===== src/rtl/prescaled_updown_counter.sv =====
// Up/down counter with a synchronised enable, clock prescaler, programmable modulus,
// synchronous load, wrap or saturate behaviour, terminal-count pulse and sticky overflow.
module prescaled_updown_counter #(
  parameter int              WIDTH    = 16,
  parameter longint unsigned MAX      = (64'd1 << WIDTH) - 64'd1,
  parameter int              PRESCALE = 1,
  parameter bit              SATURATE = 1'b0
) (
  input  logic             clk,
  input  logic             rst,
  input  logic             switch,
  input  logic             dir,
  input  logic             load,
  input  logic [WIDTH-1:0] load_value,
  input  logic             clear_ovf,
  output logic [WIDTH-1:0] count,
  output logic             tc,
  output logic             ovf
);

  localparam logic [WIDTH:0] MAX_X = (WIDTH+1)'(MAX);
  localparam logic [WIDTH:0] ONE_X = (WIDTH+1)'(1);

  // Load value limited to the modulus; the extra bit keeps the compare exact at WIDTH=32.
  function automatic logic [WIDTH-1:0] clamp_load(input logic [WIDTH-1:0] v);
    logic [WIDTH:0] x;
    x = {1'b0, v};
    if (x > MAX_X) x = MAX_X;
    return WIDTH'(x);
  endfunction

  function automatic logic [WIDTH-1:0] step_value(input logic [WIDTH:0] c, input logic d);
    logic [WIDTH:0] x;
    if (!d) x = (c >= MAX_X) ? (SATURATE ? MAX_X : '0) : c + ONE_X;
    else    x = (c == '0)    ? (SATURATE ? '0 : MAX_X) : c - ONE_X;
    return WIDTH'(x);
  endfunction

  logic sync_p0;
  logic en_s;
  logic step;

  // Enable synchroniser: switch is asynchronous to clk.
  always_ff @(posedge clk or posedge rst) begin
    if (rst) begin
      sync_p0 <= 1'b0;
      en_s    <= 1'b0;
    end else begin
      sync_p0 <= switch;
      en_s    <= sync_p0;
    end
  end

  generate
    if (PRESCALE > 1) begin : g_pre
      localparam int            PW       = $clog2(PRESCALE);
      localparam logic [PW-1:0] PRE_LAST = PW'(PRESCALE - 1);
      logic [PW-1:0] pre_cnt;

      // Prescale phase holds while disabled and restarts on load.
      always_ff @(posedge clk or posedge rst) begin
        if (rst) begin
          pre_cnt <= '0;
        end else if (load) begin
          pre_cnt <= '0;
        end else if (en_s) begin
          pre_cnt <= (pre_cnt == PRE_LAST) ? '0 : pre_cnt + PW'(1);
        end
      end

      assign step = en_s && (pre_cnt == PRE_LAST);
    end else begin : g_nopre
      assign step = en_s;
    end
  endgenerate

  logic [WIDTH:0]   cnt_x;
  logic [WIDTH-1:0] nxt;
  logic             at_limit;
  logic             limit_event;

  assign cnt_x       = {1'b0, count};
  assign at_limit    = dir ? (cnt_x == '0) : (cnt_x >= MAX_X);
  assign limit_event = step && !load && at_limit;

  always_comb begin
    nxt = count;
    if (load)      nxt = clamp_load(load_value);
    else if (step) nxt = step_value(cnt_x, dir);
  end

  // Count/flag register: tc lines up with the wrapped (or held) count value.
  always_ff @(posedge clk or posedge rst) begin
    if (rst) begin
      count <= '0;
      tc    <= 1'b0;
      ovf   <= 1'b0;
    end else begin
      count <= nxt;
      tc    <= limit_event;
      if (limit_event)    ovf <= 1'b1;
      else if (clear_ovf) ovf <= 1'b0;
    end
  end

endmodule


===== config.mk =====
export PLATFORM = sky130hd
export DESIGN_NAME = prescaled_updown_counter
export DESIGN_NICKNAME = d
export VERILOG_FILES = /design/src/rtl/prescaled_updown_counter.sv
export SDC_FILE = /design/constraint.sdc
export NUM_CORES = 1
export LEC_CHECK = 0
export ABC_CLOCK_PERIOD_IN_PS = 2520
export BUFFER_PORTS_ARGS = -buffer_cell sky130_fd_sc_hd__buf_4
export CAP_MARGIN = 20
export CELL_PAD_IN_SITES_DETAIL_PLACEMENT = 1
export CELL_PAD_IN_SITES_GLOBAL_PLACEMENT = 2
export CORE_ASPECT_RATIO = 1.4
export CORE_MARGIN = 2
export CORE_UTILIZATION = 32
export CTS_BUF_LIST = sky130_fd_sc_hd__clkbuf_4 sky130_fd_sc_hd__clkbuf_8
export CTS_CLUSTER_SIZE = 40
export DETAILED_ROUTE_END_ITERATION = 10
export PLACE_DENSITY_LB_ADDON = 0.1
export SYNTH_ARGS = -nofsm -noshare
export SYNTH_HDL_FRONTEND = slang
export SYNTH_SLANG_ARGS = --single-unit

===== constraint.sdc =====
create_clock -name clk -period 2.52 [get_ports clk]
set_clock_uncertainty 0.1 [all_clocks]
set_input_delay 0.504 -clock clk [delete_from_list [all_inputs] [get_ports clk]]
set_output_delay 0.504 -clock clk [all_outputs]
set_load 0.005 [all_outputs]

## Word level (Yosys, flattened, before mapping)

Index checks and enable logic that the tools add are counted.

- Output and inout port bits: 18
- Bits of input ports: 22
- Register bits: 20
- Word-level logic and storage cells: 22

- Magnitude comparators: 1
- Add/sub/neg operators: 2
- Reduce and logical (&&, ||, !) cells: 6
- Mux-type cells: 8

Operators by type and width:

| cell | number |
|---|---|
| 16-bit two-way mux | 5 |
| 17-bit zero test | 1 |
| 16-bit by 1-bit adder with 16-bit output, second input constant | 1 |
| 16-bit >= comparator, second input constant | 1 |
| 16-bit by 1-bit subtractor with 16-bit output, second input constant | 1 |
| 2-bit nonzero test | 2 |
| 1-bit two-way mux | 3 |
| 1-bit logical AND | 2 |
| 1-bit zero test | 1 |

## Logic depth before layout (Yosys ltp)

- Word-level depth: 5
- Depth in mapped cells: 8
- Gate-level depth less buffers: 7

## Worst setup path after synthesis

OpenSTA, ideal clock, no wires.

- Path kind: flip-flop to flip-flop
- Start point: register count[0]
- End point: register count[9]
- Arrival time: 1.816 ns
- Stages on the path, launching flop included: 8
- Path slack: 0.483 ns
- Data required time: 2.299 ns
- Cell sequence: dfrtp_1 ha_1 nand4_2 o41a_1 buf_2 a41oi_2 nand2_1 o22a_1

- Word-level cells in the longest chain between the ends: 5
- Elaborated cells between the ends (all ways): 9
- Classes of those cells: add/sub (2); order compare (1); mux (5); reduce/logical (1)

Ends and longest elaborated chain:

| element | RTL line | source |
|---|---|---|
| start, declared | 16 | `output logic [WIDTH-1:0] count,` |
| start signal, assigned | 99 | `count <= nxt;` |
| 16-bit by 1-bit adder with 16-bit output (tied with other cells) | 34 | `if (!d) x = (c >= MAX_X) ? (SATURATE ? MAX_X : '0) : c + ONE_X;` |
| 16-bit two-way mux (on tied branches) | 34, 35 |  |
| 16-bit two-way mux * | 34 |  |
| 16-bit two-way mux * | 89 | `else if (step) nxt = step_value(cnt_x, dir);` |
| 16-bit two-way mux * | 88 | `if (load) nxt = clamp_load(load_value);` |

Mark *: on every way between the ends. The rest lies on a longest branch, timed or not. The select of a mux whose other input is x is not followed.
A chain may end at the register's enable or synchronous reset.

## Worst setup path in the final report

- Start point: register count[0]
- End point: register count[5]

Same word-level chain as after synthesis.

==> run summary <==
Number of cells produced by synthesis - 235
Achievable Freq - 437 MHz
Total GRT Usage - 0.235
Number of top-level pins - 40
Classification of the worst setup path - register to register
Global route overflow - 0
Post-CTS Hold Buffers - 0
Final Max Slew Viols - 0
Core Box Area - 5530 sq um
Static leakage - 0.988 nW
Slowest cell on the critical path - sky130_fd_sc_hd__dfrtp_1
Via density per instance - 5.84
Vias - 2037
Htree depth - 1
Final min period - 2290 ps
Detail Route Antenna Nets - 0
Share of synthesized flip-flops with an asynchronous set or reset - 1.00
Count of port buffers added during placement - 39
Crit. End Element - register
Root buffer cell - sky130_fd_sc_hd__clkbuf_8
Floorplan die width - 68.2 microns
Worst Path Max Fanout - 8
Path category of the worst min-delay check - input port to async pin
Max incr delay on CP - 480 ps
Most frequent standard cell in the layout excluding fill and tap cells - sky130_fd_sc_hd__buf_4
Ordered cell list for the critical path - ha_1 > nand4_2 > o41a_1 > buf_4 > o21ai_0 > a31oi_1 > o31a_1
Clock tree from TritonCTS - built
Clock latency on the worst-skew pair - 280 ps
Post-CTS clock slew at the launch and capture registers of the worst setup and hold paths - 90 ps
Clock Sinks - 20
Number of clock buffers inserted by TritonCTS - 3
Fraction of synthesized cell area taken by the top area cell type - 0.271
Post-synthesis sequential area ratio - 0.271
Area overhead of the layout relative to synthesis - 27.1%
Vias in the first global route - 2104
Number of synthesized register bits - 20
WL final - 7.04 mm
Remaining max-slew budget at the tightest pin - 0.677
Number of synthesized flops with an enable pin - 0
Maxcap violations - 0
Fin worst setup slack - 230 ps
Post-layout util - 0.424
Total standard cell area after synthesis - 1840 sq um
Result of the run - finished, final reports clean
CP top delay family - compound AO/OA/AOI/OAI gates
Hold Vio Cnt, Final - 0
Antenna Diode Count - 0
Net count of the mapped netlist - 260
Initial antenna violation count - 0
Initial cell density of the core - 0.334
WP data required - 2580 ps
Die Y - 93.8 microns
Synth cell types - 53
Routability-driven placement congestion ratio - 0.841
Worst setup slack after placement - 237 ps
Wire length of the first global-routing pass - 10.9 mm
Length of the first detailed-routing pass in iterations - 4
Arrival time worst endpoint - 2350 ps
Number of violations reported at the end of detailed-routing iteration 0 - 71
Row Count - 32
HPWL reported at the end of detailed placement - 5.26 mm
Post-cts sizing count - 0
Power density of the placed cells - 455 nW/um^2
# Post-CTS Setup Buffers - 0
Cell type contributing the most total cell area after synthesis - sky130_fd_sc_hd__dfrtp_1
Final number of setup-violating endpoints - 0
Leading register cell type out of synthesis - sky130_fd_sc_hd__dfrtp_1
Sum of negative setup slack - 0 ps
Worst vdd ir - 200 uV
Startpoint Class - register
Post-layout nets - 307
Setup repair after global routing missed its margin - false
Buffers & Inverters on Critical Path - 1
Ys Warns - 0
Final period util - 0.909
Clock buffer depth - 2
Synth Area per Inst - 7.85 sq um
Area contributors post-synth - sky130_fd_sc_hd__dfrtp_1 27%, sky130_fd_sc_hd__o21ai_0 5.2%, sky130_fd_sc_hd__a21oi_1 4.9%, sky130_fd_sc_hd__nand2_1 4.1%, sky130_fd_sc_hd__or3_1 3.7%
Slew at the pin with the worst max-slew slack - 481 ps
Largest net degree at the start of global routing - 27
Area of the die - 6400 sq um
DRC - 0
Detailed-route wire length per cell - 20.2 microns
Commonest cells after routing, fill and taps aside - 64 x sky130_fd_sc_hd__buf_4, 20 x sky130_fd_sc_hd__nand2_1, 20 x sky130_fd_sc_hd__dfrtp_1
Share of final-layout standard cells stronger than drive strength 1 - 0.288
registers in the layout (all words and copies together), names as in the netlist:
| signal | flops |
|---|---|
| ovf | 1 |
| count | 16 |
| tc | 1 |
| sync_p0 | 1 |
| en_s | 1 |
cells in the mapped netlist, drive strengths merged (4+ instances only):
| cell type | number |
|---|---|
| nor3 | 14 |
| a21oi | 18 |
| and3 | 4 |
| nand2 | 20 |
| a31oi | 4 |
| clkbuf | 11 |
| inv | 10 |
| buf | 11 |
| nand4 | 8 |
| or3 | 11 |
| nor2 | 11 |
| xnor2 | 6 |
| nand3 | 9 |
| dfrtp | 20 |
| o21ai | 21 |
| a21o | 4 |
| xor2 | 4 |
| nor4 | 11 |
final timing paths:
| path | start | to | slack (ps) | cells past startpoint |
|---|---|---|---|---|
| min in group clk | switch | sync_p0 | 230 | 1 |
| min | rst | count[11] | 160 | 3 |
| min reg2reg | sync_p0 | en_s | 270 | 0 |
| max reg2reg | count[0] | count[5] | 230 | 7 |
| max | count[0] | count[5] | 230 | 7 |
| max in group asynchronous | rst | count[5] | 1920 | 3 |
per-layer routing:
layer / global-route usage / vias up / wire [microns] / part of all wire
met5: 0 / - / 0 / 0
met4: 0.102 / 0 / 218 / 0.031
met3: 0.0228 / 15 / 185 / 0.026
met2: 0.417 / 44 / 3740 / 0.53
met1: 0.275 / 1003 / 2900 / 0.41
li1: - / 975 / - / -
final cells by class:
| type | count | area (sq um) |
|---|---|---|
| fillers | 695 | 3180 |
| multi-input cells | 182 | 1180 |
| well taps | 68 | 85.1 |
| clock buffers | 4 | 55.1 |
| repair buffers | 64 | 480 |
| flip-flops and latches | 20 | 500 |
| inverters | 11 | 41.3 |
cell families after synthesis:
family / count (synthesis) / synth area share
DFF: 20 / 0.271
xor gates and xnor gates: 10 / 0.0475
adders and majority gates: 3 / 0.0204
buffers and inverters: 33 / 0.0875
and+or+nand+nor: 97 / 0.318
AOI/OAI and AO/OA: 72 / 0.255
per-stage QoR:
step	power, mW	cells	hold WS (ps)	instance area, sq um
CTS	1.08	349	174	2340
finish	1.07	349	161	2340
detailed placement	0.801	345	254	2290
global placement	0.795	345	234	2290
global route	1.12	349	190	2340
floorplan	0.625	235	231	1840
where the power goes:
part           internal (mW)  switching (mW)
Sequential             0.351          0.0700
Clock                  0.140           0.135
Combinational          0.175           0.197
Total                  0.666           0.401
tightest hold or removal path, delay by kind of cell:
family	cells	cell delay (ps)
buffers and inverters	3	430
No activity file was read; power rests on OpenSTA's default activity.
